File: src/rtl/pe_mem_arbiter_if.sv
// PE-side request/acknowledge bundle for pe_mem_arbiter.
// The master modport is the PE cluster; the slave modport is the arbiter.
interface pe_mem_arbiter_if #(
  parameter int NPROC = 2,
  parameter int AW    = 16,
  parameter int DW    = 16
);
  logic [NPROC-1:0]    req;
  logic [NPROC-1:0]    we;
  logic [NPROC*AW-1:0] addr;
  logic [NPROC*DW-1:0] wdata;
  logic [NPROC-1:0]    ack;
  logic [DW-1:0]       rdata;
  logic                busy;

  modport master (output req, we, addr, wdata, input ack, rdata, busy);
  modport slave  (input req, we, addr, wdata, output ack, rdata, busy);
endinterface

File: src/rtl/pe_mem_arbiter.sv
// Round-robin arbiter sharing one single-port data memory among NPROC PEs (IDLE -> MEM -> ACK).
// Optional MEMARB_STATS_EN adds a saturating 16-bit stall_cnt output.
module pe_mem_arbiter #(
  parameter int NPROC = 2,
  parameter int AW    = 16,
  parameter int DW    = 16
) (
  input  logic            clk,
  input  logic            reset,
  pe_mem_arbiter_if.slave pe,
  output logic            mem_en,
  output logic            mem_we,
  output logic [AW-1:0]   mem_addr,
  output logic [DW-1:0]   mem_wdata,
  input  logic [DW-1:0]   mem_rdata
`ifdef MEMARB_STATS_EN
  ,
  output logic [15:0]     stall_cnt
`endif
);

  localparam int PW = (NPROC > 1) ? $clog2(NPROC) : 1;

  typedef enum logic [1:0] {IDLE, MEM, ACK} state_t;

  state_t           state_q, state_d;
  logic [PW-1:0]    ptr_q, ptr_d;
  logic [PW-1:0]    g_q, g_d;
  logic             mem_en_q, mem_en_d;
  logic             mem_we_q, mem_we_d;
  logic [AW-1:0]    mem_addr_q, mem_addr_d;
  logic [DW-1:0]    mem_wdata_q, mem_wdata_d;
  logic [PW-1:0]    sel;
  logic [PW-1:0]    idx;
  logic             sel_vld;
  logic [NPROC-1:0] gnt_onehot;

  // Scan backwards from ptr+NPROC-1 so the last hit is the first requester at or after ptr.
  always_comb begin
    sel     = ptr_q;
    sel_vld = 1'b0;
    idx     = '0;
    for (int k = NPROC - 1; k >= 0; k--) begin
      idx = PW'((int'(ptr_q) + k) % NPROC);
      if (pe.req[idx]) begin
        sel     = idx;
        sel_vld = 1'b1;
      end
    end
  end

  always_comb begin
    gnt_onehot      = '0;
    gnt_onehot[g_q] = 1'b1;
  end

  always_comb begin
    state_d     = state_q;
    ptr_d       = ptr_q;
    g_d         = g_q;
    mem_en_d    = mem_en_q;
    mem_we_d    = mem_we_q;
    mem_addr_d  = mem_addr_q;
    mem_wdata_d = mem_wdata_q;
    case (state_q)
      IDLE: begin
        mem_en_d = 1'b0;
        if (sel_vld) begin
          state_d     = MEM;
          g_d         = sel;
          mem_en_d    = 1'b1;
          mem_we_d    = pe.we[sel];
          mem_addr_d  = pe.addr[int'(sel) * AW +: AW];
          mem_wdata_d = pe.wdata[int'(sel) * DW +: DW];
        end
      end
      MEM: begin
        state_d  = ACK;
        mem_en_d = 1'b0;
        mem_we_d = 1'b0;
      end
      ACK: begin
        state_d = IDLE;
        ptr_d   = (int'(g_q) + 1 >= NPROC) ? '0 : g_q + 1'b1;
      end
      default: state_d = IDLE;
    endcase
  end

  always_ff @(posedge clk) begin
    if (!reset) begin
      state_q     <= IDLE;
      ptr_q       <= '0;
      g_q         <= '0;
      mem_en_q    <= 1'b0;
      mem_we_q    <= 1'b0;
      mem_addr_q  <= '0;
      mem_wdata_q <= '0;
    end else begin
      state_q     <= state_d;
      ptr_q       <= ptr_d;
      g_q         <= g_d;
      mem_en_q    <= mem_en_d;
      mem_we_q    <= mem_we_d;
      mem_addr_q  <= mem_addr_d;
      mem_wdata_q <= mem_wdata_d;
    end
  end

  assign pe.ack    = (state_q == ACK) ? gnt_onehot : '0;
  assign pe.rdata  = (state_q == ACK) ? mem_rdata : '0;
  assign pe.busy   = (state_q != IDLE);
  assign mem_en    = mem_en_q;
  assign mem_we    = mem_we_q;
  assign mem_addr  = mem_addr_q;
  assign mem_wdata = mem_wdata_q;

`ifdef MEMARB_STATS_EN
  logic [15:0]      stall_cnt_q;
  logic [NPROC-1:0] gmask;

  // A cycle is a stall when any PE other than the one currently being served is requesting.
  assign gmask = (state_q == IDLE) ? '0 : gnt_onehot;

  always_ff @(posedge clk) begin
    if (!reset) begin
      stall_cnt_q <= '0;
    end else if (((pe.req & ~gmask) != '0) && (stall_cnt_q != 16'hFFFF)) begin
      stall_cnt_q <= stall_cnt_q + 16'd1;
    end
  end

  assign stall_cnt = stall_cnt_q;
`endif

endmodule

File: src/flat_wrapper.sv
// flat-port wrapper written by rule: the top's interface ports become plain ports
module pe_mem_arbiter_flat 
#(
  parameter int NPROC = 2,
  parameter int AW    = 16,
  parameter int DW    = 16
)
  (clk, reset, mem_en, mem_we, mem_addr, mem_wdata, mem_rdata, pe_req, pe_we, pe_addr, pe_wdata, pe_ack, pe_rdata, pe_busy);
  pe_mem_arbiter_if #(.NPROC(NPROC), .AW(AW), .DW(DW)) pe_i ();
  input  logic clk;
  input  logic reset;
  output logic mem_en;
  output logic mem_we;
  output logic [AW-1:0] mem_addr;
  output logic [DW-1:0] mem_wdata;
  input  logic [DW-1:0] mem_rdata;
  input wire logic [$bits(pe_i.req)-1:0] pe_req;
  input wire logic [$bits(pe_i.we)-1:0] pe_we;
  input wire logic [$bits(pe_i.addr)-1:0] pe_addr;
  input wire logic [$bits(pe_i.wdata)-1:0] pe_wdata;
  output wire logic [$bits(pe_i.ack)-1:0] pe_ack;
  output wire logic [$bits(pe_i.rdata)-1:0] pe_rdata;
  output wire logic [$bits(pe_i.busy)-1:0] pe_busy;
  assign pe_i.req = pe_req;
  assign pe_i.we = pe_we;
  assign pe_i.addr = pe_addr;
  assign pe_i.wdata = pe_wdata;
  assign pe_ack = pe_i.ack;
  assign pe_rdata = pe_i.rdata;
  assign pe_busy = pe_i.busy;
  pe_mem_arbiter #(.NPROC(NPROC), .AW(AW), .DW(DW)) u_core (.clk(clk), .reset(reset), .pe(pe_i), .mem_en(mem_en), .mem_we(mem_we), .mem_addr(mem_addr), .mem_wdata(mem_wdata), .mem_rdata(mem_rdata));
endmodule
File: config.mk
export PLATFORM = sky130hd
export DESIGN_NAME = pe_mem_arbiter_flat
export DESIGN_NICKNAME = d
export VERILOG_FILES = /design/src/rtl/pe_mem_arbiter_if.sv /design/src/rtl/pe_mem_arbiter.sv /design/src/flat_wrapper.sv
export SDC_FILE = /design/constraint.sdc
export NUM_CORES = 1
export LEC_CHECK = 0
export BUFFER_PORTS_ARGS = -buffer_cell sky130_fd_sc_hd__buf_2
export CAP_MARGIN = 5
export CELL_PAD_IN_SITES_DETAIL_PLACEMENT = 2
export CELL_PAD_IN_SITES_GLOBAL_PLACEMENT = 2
export CORE_UTILIZATION = 25
export DETAILED_ROUTE_END_ITERATION = 16
export PLACE_DENSITY_LB_ADDON = 0.3
export SLEW_MARGIN = 20
export SYNTH_ARGS = -nofsm -noshare
export SYNTH_HDL_FRONTEND = slang
export SYNTH_SLANG_ARGS = --single-unit
File: constraint.sdc
create_clock -name clk -period 4.14 [get_ports clk]
set_input_delay 0.414 -clock clk [delete_from_list [all_inputs] [get_ports clk]]
set_output_delay 0.414 -clock clk [all_outputs]
set_load 0.05 [all_outputs]
==> summary.md, run 1 <==
| Metric | Value |
|---|---|
| Setup tns final | 0 ns |
| Max-cap violations | 0 |
| Post-synthesis cell type with the largest combined area | dfxtp_1 |
| DR WL/cell | 19.9 µm |
| N_diodes | 0 |
| WP data required | 3.73 ns |
| Layout cells sized above 1 | 43.4% |
| TritonRoute pass-1 iters | 6 |
| Final Instance Area | 2990 µm² |
| Largest net degree at the start of global routing | 69 |
| Die Y | 97.1 µm |
| Initial Util | 25.9% |
| Hold Path End | u_core.mem_addr[1] |
| Seq/Total Area, Yosys | 33.6% |
| Outcome | completed |
| Core area | 8720 µm² |
| Placed Area | 2910 µm² |
| Yosys reg bits | 38 |
| Most area-consuming cells after synthesis | dfxtp_1 (34%), a2111oi_0 (22%), nor4b_1 (12%), a21oi_1 (7.1%), and2_1 (4.7%) |
| Number of DRC markers in iteration 0 | 84 |
| Die X | 97.1 µm |
| Fin crit share | 58.0% |
| Setup violations, final | 0 |
| Synth Instances | 248 |
| Global-route wire length before repair | 14.7 mm |
| Slew headroom | 28.0% |
| Dpl hpwl | 5.90 mm |
| EDFF count, synth | 0 |
| Num rows | 34 |
| Grt ovf | 0 |
| Area Growth Syn to Fin | 32.1% |
| Crit start category | flop |
| TritonCTS clock tree | yes |
| Post-CTS Hold Fix Bufs | 0 |
| Register area | 761 µm² |
| Via count | 2,618 |
| Ys flop type | dfxtp_1 |
| Reg-to-reg slack, setup | 1.95 ns |
| Pins Over Slew Limit | 0 |
| Measured slew at the worst slew-check pin | 1.08 ns |
| Critical path data arrival time | 1.99 ns |
| Worst Hold Depth | 2 |
| Number of gates resized after cts | 0 |
| HP Class | reg2reg |
| CTS buffer count | 5 |
| Drt total wl | 9.24 mm |
| Tmin final | 2.40 ns |
| CTS H-tree depth | 2 |
| Final Hold Viols | 0 |
| Hold_ws | 0.525 ns |
| Multi-input logic area | 1280 µm² |
| Synth cell types | 29 |
| Syn Nets | 334 |
| Synth warn | 0 |
| Leak | 1.24 nW |
| Fmax | 416 MHz |
| Post-Syn Area per Cell | 9.12 µm² |
| IO buf count | 138 |
| Setup crit end kind | output port |
| Crit-path cells | nor2_4, inv_2, buf_2 |
| DR DRC count | 0 |
| IO Count | 139 |
| Post-DRT Antenna Nets | 0 |
| Async S/R FF share, synth | 0% |
| Clock sinks | 38 |
| Total GRT Usage | 19.2% |
| Crit path kind | reg2out |
| Largest stage delay on the critical path | 0.75 ns |
| Clock root buffer | clkbuf_8 |
| Worst vdd rail ir drop | 0.123 mV |
| Vias in the first global route | 2,873 |
| Clock insertion delay at the later pin of the skew report | 0.28 ns |
| Post-CTS Setup Bufs | 0 |
| Slowest-stage cell, CP | inv_2 |
| Nets | 443 |
| DIE AREA | 9430 µm² |
| P per Cell Area | 368 nW/µm² |
| Hold Startpoint | u_core.mem_addr[1] |
| Final non-filler cell total | 465 |
| RSZ-0062 raised after global routing | false |
| Worst reg2reg startpoint | u_core.ptr_q |
| Antenna violations before repair | 0 |
| FILL cells | 1,038 |
| Fin Clk Skew | 0.00564 ns |
| Clk buf depth | 2 |
| Reg2Reg Depth | 4 |
| Placed Cells | 458 |
| Synthesized area | 2260 µm² |
| Util after Layout | 34.2% |
| Critical path fanouts, max | 68 |
| Final GP Congestion | 0.725 |
| Reg2reg end | u_core.mem_wdata[11] |
| Area share of the largest cell type after synthesis | 33.6% |
| Vias/cell | 5.63 |
| Reg clk slew, reported paths | 0.08 ns |
state kept, by name (all words and copies together), names as in the netlist:
signal	count
u_core.ptr_q	1
u_core.mem_addr	16
u_core.mem_en	1
u_core.state_q	2
u_core.mem_wdata	16
u_core.g_q	1
u_core.mem_we	1
routing by layer:
| metal | share of wire [%] | vias up | GRT usage [%] |
|---|---|---|---|
| met2 | 50 | 89 | 36.0 |
| met4 | 0.55 | 0 | 4.13 |
| met3 | 4.5 | 4 | 2.73 |
| li1 | - | 1229 | - |
| met1 | 45 | 1296 | 22.9 |
| met5 | 0 | - | 0 |
placed cells by master, fill, tap and decap left out, drive strengths merged, types with 2 or more instances in the layout:
master	netlist	final
a2111oi	66	66
a21oi	32	32
and2	17	17
buf	19	142
clkbuf	21	7
dfxtp	38	38
inv	4	4
nand2	2	2
nor2	3	3
nor2b	2	2
nor4b	32	32
o21ai	2	2
report_power, final:
part | internal, mW | leakage, nW | switching [mW]
clock network | 0.116 | 0.0383 | 0.132
logic | 0.114 | 0.890 | 0.306
registers | 0.407 | 0.316 | 0.0235
cell type report:
| cell class | count | share of cell area (%) |
|---|---|---|
| multi-input cells | 166 | 42.8 |
| flip-flops and latches | 38 | 25.5 |
| repair buffers | 142 | 24.1 |
| well taps | 108 | 4.52 |
| clock buffers | 7 | 2.56 |
| inverters | 4 | 0.503 |
synthesized netlist by cell type (all sizes together) (2+ instances only):
| library cell | n |
|---|---|
| buf | 19 |
| nand2 | 2 |
| o21ai | 2 |
| nor4b | 32 |
| a2111oi | 66 |
| nor2 | 3 |
| nor2b | 2 |
| a21oi | 32 |
| and2 | 17 |
| dfxtp | 38 |
| clkbuf | 21 |
| inv | 4 |
through the flow:
step	worst slack, ns	power (mW)
6_report	1.74	1.10
5_1_grt	1.62	1.15
4_1_cts	1.76	1.12
3_5_place_dp	1.81	0.861
3_3_place_gp	1.85	0.853
2_1_floorplan	2.36	0.742
worst max-delay path by stage:
stage	from	end	cells past startpoint
2_1_floorplan	u_core.state_q[1]	pe_ack[0]	2
3_3_place_gp	pe_req[0]	u_core.mem_addr[0]	5
3_5_place_dp	pe_req[0]	u_core.mem_wdata[2]	5
4_1_cts	u_core.state_q[1]	pe_busy	3
5_1_grt	u_core.state_q[1]	pe_busy	3
6_report	u_core.state_q[1]	pe_busy	3
worst max-delay path: cells and delay by family (launching register included):
| family | cells | cell delay [ns] |
|---|---|---|
| buffers and inverters | 2 | 1.17 |
| flip-flops | 1 | 0.45 |
| AND/OR/NAND/NOR | 1 | 0.05 |
kinds of logic after synthesis:
kind of cell    synth area share, %
compound gates                 36.0
buf+inv                        9.79
flops                          33.6
simple gates                   20.6
Note: power is estimated with default switching activity, not from simulation.
==> inputs of run 2 (changes only) <==
Settings changed: CORE_UTILIZATION 25 to 21.
Clock period 4.14 ns to 2.2 ns, I/O delays scaled along.
==> summary.md, run 2 (synthesis gave the netlist of run 1 again) <==
| Metric | Value |
|---|---|
| Outcome | completed |
| Most frequent cells in the layout | buf_2 (138), a2111oi_0 (56), dfxtp_1 (38), a21oi_1 (32), nor4b_1 (32) |
| TritonRoute pass-1 iters | 4 |
| Global-route wire length before repair | 15.3 mm |
| Nets | 452 |
| Final GP Congestion | 0.732 |
| Slowest-stage cell, CP | dfxtp_1 |
| Reg clk slew, reported paths | 0.08 ns |
| Largest net degree at the start of global routing | 37 |
| Worst path bufs/invs | 1 |
| WP data required | 1.98 ns |
| Final Hold Viols | 0 |
| HP Class | in2reg |
| Crit-path cells | and2b_1, and2_1, buf_2 |
| Crit start category | flop |
| Die Y | 106 µm |
| RSZ-0062 raised after global routing | false |
| Fin Clk Skew | 0.0116 ns |
| Vias/cell | 5.36 |
| Setup violations, final | 0 |
| Slew headroom | 51.3% |
| CTS H-tree depth | 2 |
| Commonest non-fill, non-tap cell in the layout | buf_2 |
| Tmin final | 1.86 ns |
| Number of DRC markers in iteration 0 | 78 |
| Worst vdd rail ir drop | 0.234 mV |
| Die X | 106 µm |
| Worst Hold Depth | 2 |
| Total GRT Usage | 17.2% |
| Fin crit share | 84.7% |
| Grt ovf | 0 |
| Critical path fanouts, max | 19 |
| Pins Over Slew Limit | 0 |
| Post-CTS Hold Fix Bufs | 0 |
| TritonCTS clock tree | yes |
| Final Total Pwr | 2.14 mW |
| Drt total wl | 9.68 mm |
| Clock sinks | 38 |
| Max-cap violations | 0 |
| Critical path data arrival time | 1.64 ns |
| Clock root buffer | clkbuf_8 |
| Reg2reg end | u_core.mem_wdata[13] |
| WP depth | 3 |
| Vias in the first global route | 2,835 |
| Initial Util | 21.8% |
| Reg-to-reg slack, setup | 0.47 ns |
| N_diodes | 0 |
| DR DRC count | 0 |
| Measured slew at the worst slew-check pin | 0.731 ns |
| Crit path max-delay family | simple AND/OR/NAND/NOR gates |
| IO buf count | 138 |
| Clk buf depth | 2 |
| Setup crit end kind | output port |
| Reg2Reg Depth | 5 |
| Layout cells sized above 1 | 45.0% |
| Area Growth Syn to Fin | 37.9% |
| Crit path kind | reg2out |
| Clock insertion delay at the later pin of the skew report | 0.29 ns |
| Num rows | 37 |
| CTS buffer count | 5 |
| Via count | 2,696 |
| Util after Layout | 30.1% |
| Beginning of the critical path | u_core.state_q[1] |
| Largest stage delay on the critical path | 0.44 ns |
| Worst Setup EP | pe_ack[1] |
| Post-CTS Setup Bufs | 0 |
| IO Count | 139 |
| DR WL/cell | 19.2 µm |
| Post-DRT Antenna Nets | 0 |
| Dpl hpwl | 6.49 mm |
| P per Cell Area | 687 nW/µm² |
| Core area | 10,400 µm² |
| DIE AREA | 11,200 µm² |
| Number of gates resized after cts | 0 |
| Worst reg2reg startpoint | u_core.state_q[0] |
| Fmax | 537 MHz |
| Leak | 1.30 nW |
| Setup tns final | 0 ns |
| Antenna violations before repair | 0 |
[run 2: cell types whose count changed in the layout (fill, tap and decap cells not counted), sizes merged]
cell / before / now
clkinv: 0 / 1
buf: 142 / 151
[run 2: power by group]
group | internal (mW) | switching [mW] | total (mW)
combinational | 0.234 | 0.585 | 0.819
clock | 0.254 | 0.261 | 0.514
sequential | 0.765 | 0.0435 | 0.809
total | 1.25 | 0.890 | 2.14
[run 2: how the worst min path moves through the flow]
stage	startpoint	to	slack, ns
3_3_place_gp	u_core.g_q	u_core.g_q	0.49
2_1_floorplan	reset	u_core.mem_we	0.45
4_1_cts	reset	u_core.mem_wdata[14]	0.28
3_5_place_dp	u_core.g_q	u_core.g_q	0.51
5_1_grt	reset	u_core.mem_wdata[14]	0.28
6_report	reset	u_core.mem_addr[2]	0.30
[run 2: per-layer routing]
layer	global-route usage, %	routed length [µm]
met1	20.9	4220
met2	29.9	4660
met3	4.82	732
met4	4.07	58
met5	0	0
[run 2: final cells by class]
type	count	area (µm²)
clock buffer	7	86.3
clock inverter	1	5.00
fill	1236	7250
inverter	4	15.0
multi-input combinational	166	1280
sequential	38	761
tap	136	170
timing repair buffer	151	801
[run 2: metrics by stage]
step                hold WS (ns)  area (µm²)  worst slack, ns  std cells
floorplan                  0.450        2260            0.616        248
global placement           0.487        3030            0.472        495
detailed placement         0.510        3030            0.367        495
CTS                        0.282        3120            0.273        503
global route               0.283        3120            0.163        503
finish                     0.297        3120            0.337        503
[run 2: worst register-to-register path, cell delays in order (launching register included)]
cell	delay (ns)
dfxtp_1	0.36
nor2_4	0.13
inv_2	0.18
buf_12	0.24
a2111oi_0	0.57
nor4b_1	0.13
==> inputs of run 3 (changes only) <==
Settings changed: ABC_AREA set to 1, CORE_UTILIZATION 21 to 20.
Clock period 2.2 ns to 1.9 ns, I/O delays scaled along.
==> summary.md, run 3 <==
| Metric | Value |
|---|---|
| Synth Area in Adders | 0% |
| Worst reg2reg startpoint | u_core.state_q[1] |
| Yosys reg bits | 38 |
| Slowest-stage cell, CP | dfxtp_1 |
| Commonest non-fill, non-tap cell in the layout | buf_2 |
| Hold Path End | u_core.mem_addr[1] |
| Die X | 106 µm |
| Clk buf depth | 2 |
| FILL cells | 1,328 |
| Setup tns final | 0 ns |
| Clock root buffer | clkbuf_8 |
| Reg clk slew, reported paths | 0.08 ns |
| Largest stage delay on the critical path | 0.35 ns |
| Synth warn | 0 |
| RSZ-0062 raised after global routing | false |
| Final Hold Viols | 0 |
| N_diodes | 0 |
| Top cells by count, synth | inv_1 (87), nor2_1 (82), dfxtp_1 (38) |
| IO Count | 139 |
| Most area-consuming cells after synthesis | dfxtp_1 (35%), inv_1 (15%), nor2_1 (14%), nor2_2 (8.5%), o21ai_0 (7.2%) |
| Post-Synth Simple-Gate Area | 28.2% |
| Initial Util | 20.7% |
| Final GP Congestion | 0.675 |
| P per Cell Area | 803 nW/µm² |
| Synth Instances | 345 |
| Async S/R FF share, synth | 0% |
| Dpl hpwl | 5.95 mm |
| Ys flop type | dfxtp_1 |
| Synth Area in Compound Gates | 15.7% |
| CTS buffer count | 5 |
| Total GRT Usage | 13.9% |
| Drt total wl | 7.57 mm |
| Syn Nets | 431 |
| Reg-to-reg slack, setup | 0.44 ns |
| EDFF count, synth | 0 |
| Tmin final | 1.65 ns |
| Seq/Total Area, Yosys | 35.5% |
| DR DRC count | 0 |
| Mux share of post-synthesis cell area | 0% |
| TritonRoute pass-1 iters | 4 |
| Die Y | 106 µm |
| Xor and xnor fraction of the mapped netlist area | 0% |
| Vias/cell | 4.14 |
| Clock insertion delay at the later pin of the skew report | 0.29 ns |
| Synthesized area | 2140 µm² |
| Crit start category | flop |
| Reg2reg end | u_core.mem_wdata[1] |
| DR WL/cell | 12.3 µm |
| Clock sinks | 38 |
| Post-DRT Antenna Nets | 0 |
| Post-CTS Hold Fix Bufs | 0 |
| CTS H-tree depth | 2 |
| Fin crit share | 86.8% |
| Slew headroom | 72.2% |
| TritonCTS clock tree | yes |
| Fmax | 606 MHz |
| Post-Syn Area per Cell | 6.22 µm² |
| Critical path fanouts, max | 11 |
| Worst vdd rail ir drop | 0.215 mV |
| Largest net degree at the start of global routing | 36 |
| Fin Clk Skew | 0.0118 ns |
| Setup violations, final | 0 |
| Global-route wire length before repair | 12.5 mm |
| Num rows | 37 |
| Area Growth Syn to Fin | 42.9% |
| Reg2Reg Depth | 7 |
| DIE AREA | 11,100 µm² |
| Area share of the largest cell type after synthesis | 35.5% |
| Crit-path cells | inv_2, nor2_1, inv_2, buf_4, nor2_1, buf_2 |
| Most instantiated library cell after synthesis | inv_1 |
| Setup crit end kind | output port |
| Hold Startpoint | pe_addr[1] |
| Critical path data arrival time | 1.46 ns |
| Most frequent cells in the layout | buf_2 (138), inv_1 (87), nor2_1 (82), dfxtp_1 (38), o21ai_0 (31) |
| Nets | 566 |
| Core area | 10,400 µm² |
| Max-cap violations | 0 |
| Number of DRC markers in iteration 0 | 32 |
| Synth cell types | 22 |
| Vias in the first global route | 2,626 |
| IO buf count | 138 |
| Leak | 1.82 nW |
| Final non-filler cell total | 617 |
| WP data required | 1.71 ns |
| Crit path kind | reg2out |
| Placed Cells | 609 |
| Pins Over Slew Limit | 0 |
| Layout cells sized above 1 | 38.9% |
| Antenna violations before repair | 0 |
| HP Class | in2reg |
| Via count | 2,554 |
| Measured slew at the worst slew-check pin | 0.416 ns |
| Worst Hold Depth | 5 |
| Largest family of logic cells by synthesized area | simple AND/OR/NAND/NOR gates |
| Outcome | completed |
| Post-synthesis cell type with the largest combined area | dfxtp_1 |
| Grt ovf | 0 |
[run 3: critical path, delay by kind of cell (launching register included)]
kind	cells	cell delay [ns]
buffers and inverters	4	0.61
flip-flops	1	0.35
AND/OR/NAND/NOR	2	0.22
[run 3: cell families after synthesis]
family	count (synthesis)
AO/OA/AOI/OAI	66
AND/OR/NAND/NOR	135
buffers and inverters	106
flip-flops	38
[run 3: how the worst max path moves through the flow]
stage                                  from           end  slack, ns  depth (start not counted)
final                     u_core.state_q[1]   pe_rdata[7]       0.25                          6
after global routing      u_core.state_q[1]   pe_rdata[6]       0.10                          6
after CTS                 u_core.state_q[1]   pe_rdata[7]      0.003                          6
after detailed placement  u_core.state_q[1]   pe_rdata[7]       0.32                          6
after global placement    u_core.state_q[1]  pe_rdata[13]       0.40                          6
after floorplan           u_core.state_q[1]     pe_ack[0]       0.21                          5
[run 3: per-stage QoR]
step / instance area (µm²) / power, mW / setup slack (ns) / hold slack, ns / util (%)
after floorplan: 2140 / 1.61 / 0.207 / 0.332 / -
after global placement: 2970 / 1.87 / 0.397 / 0.462 / 28.7
after detailed placement: 2970 / 1.90 / 0.323 / 0.467 / 28.7
after CTS: 3060 / 2.51 / 0.00278 / 0.233 / 29.5
after global routing: 3060 / 2.62 / 0.102 / 0.256 / 29.5
final: 3060 / 2.46 / 0.250 / 0.237 / 29.5
[run 3: area by class of cell]
| type | instances | area (µm²) | share of cell area, % |
|---|---|---|---|
| clock buffers | 7 | 86.3 | 2.82 |
| clock inverters | 1 | 5.00 | 0.163 |
| inverters | 90 | 340 | 11.1 |
| multi-input cells | 201 | 941 | 30.7 |
| flip-flops and latches | 38 | 761 | 24.8 |
| well taps | 136 | 170 | 5.55 |
| repair buffers | 144 | 761 | 24.8 |
[run 3: where the power goes]
part	leakage, nW	internal, mW	switching, mW	total (mW)
Clock	0.0482	0.294	0.306	0.600
Combinational	1.46	0.265	0.663	0.928
Sequential	0.315	0.886	0.0463	0.932
Total	1.82	1.44	1.02	2.46
[run 3: timing repair]
action | 4_1_cts | 5_1_grt
endpoints found under the setup margin | 0 | 11
setup buffers | 0 | 0
resized for setup | 0 | 1
[run 3: per-layer routing]
metal	routed length [µm]	global-route usage, %
met1	3250	16.1
met2	3610	25.0
met3	671	4.76
met4	33	2.08
met5	0	0
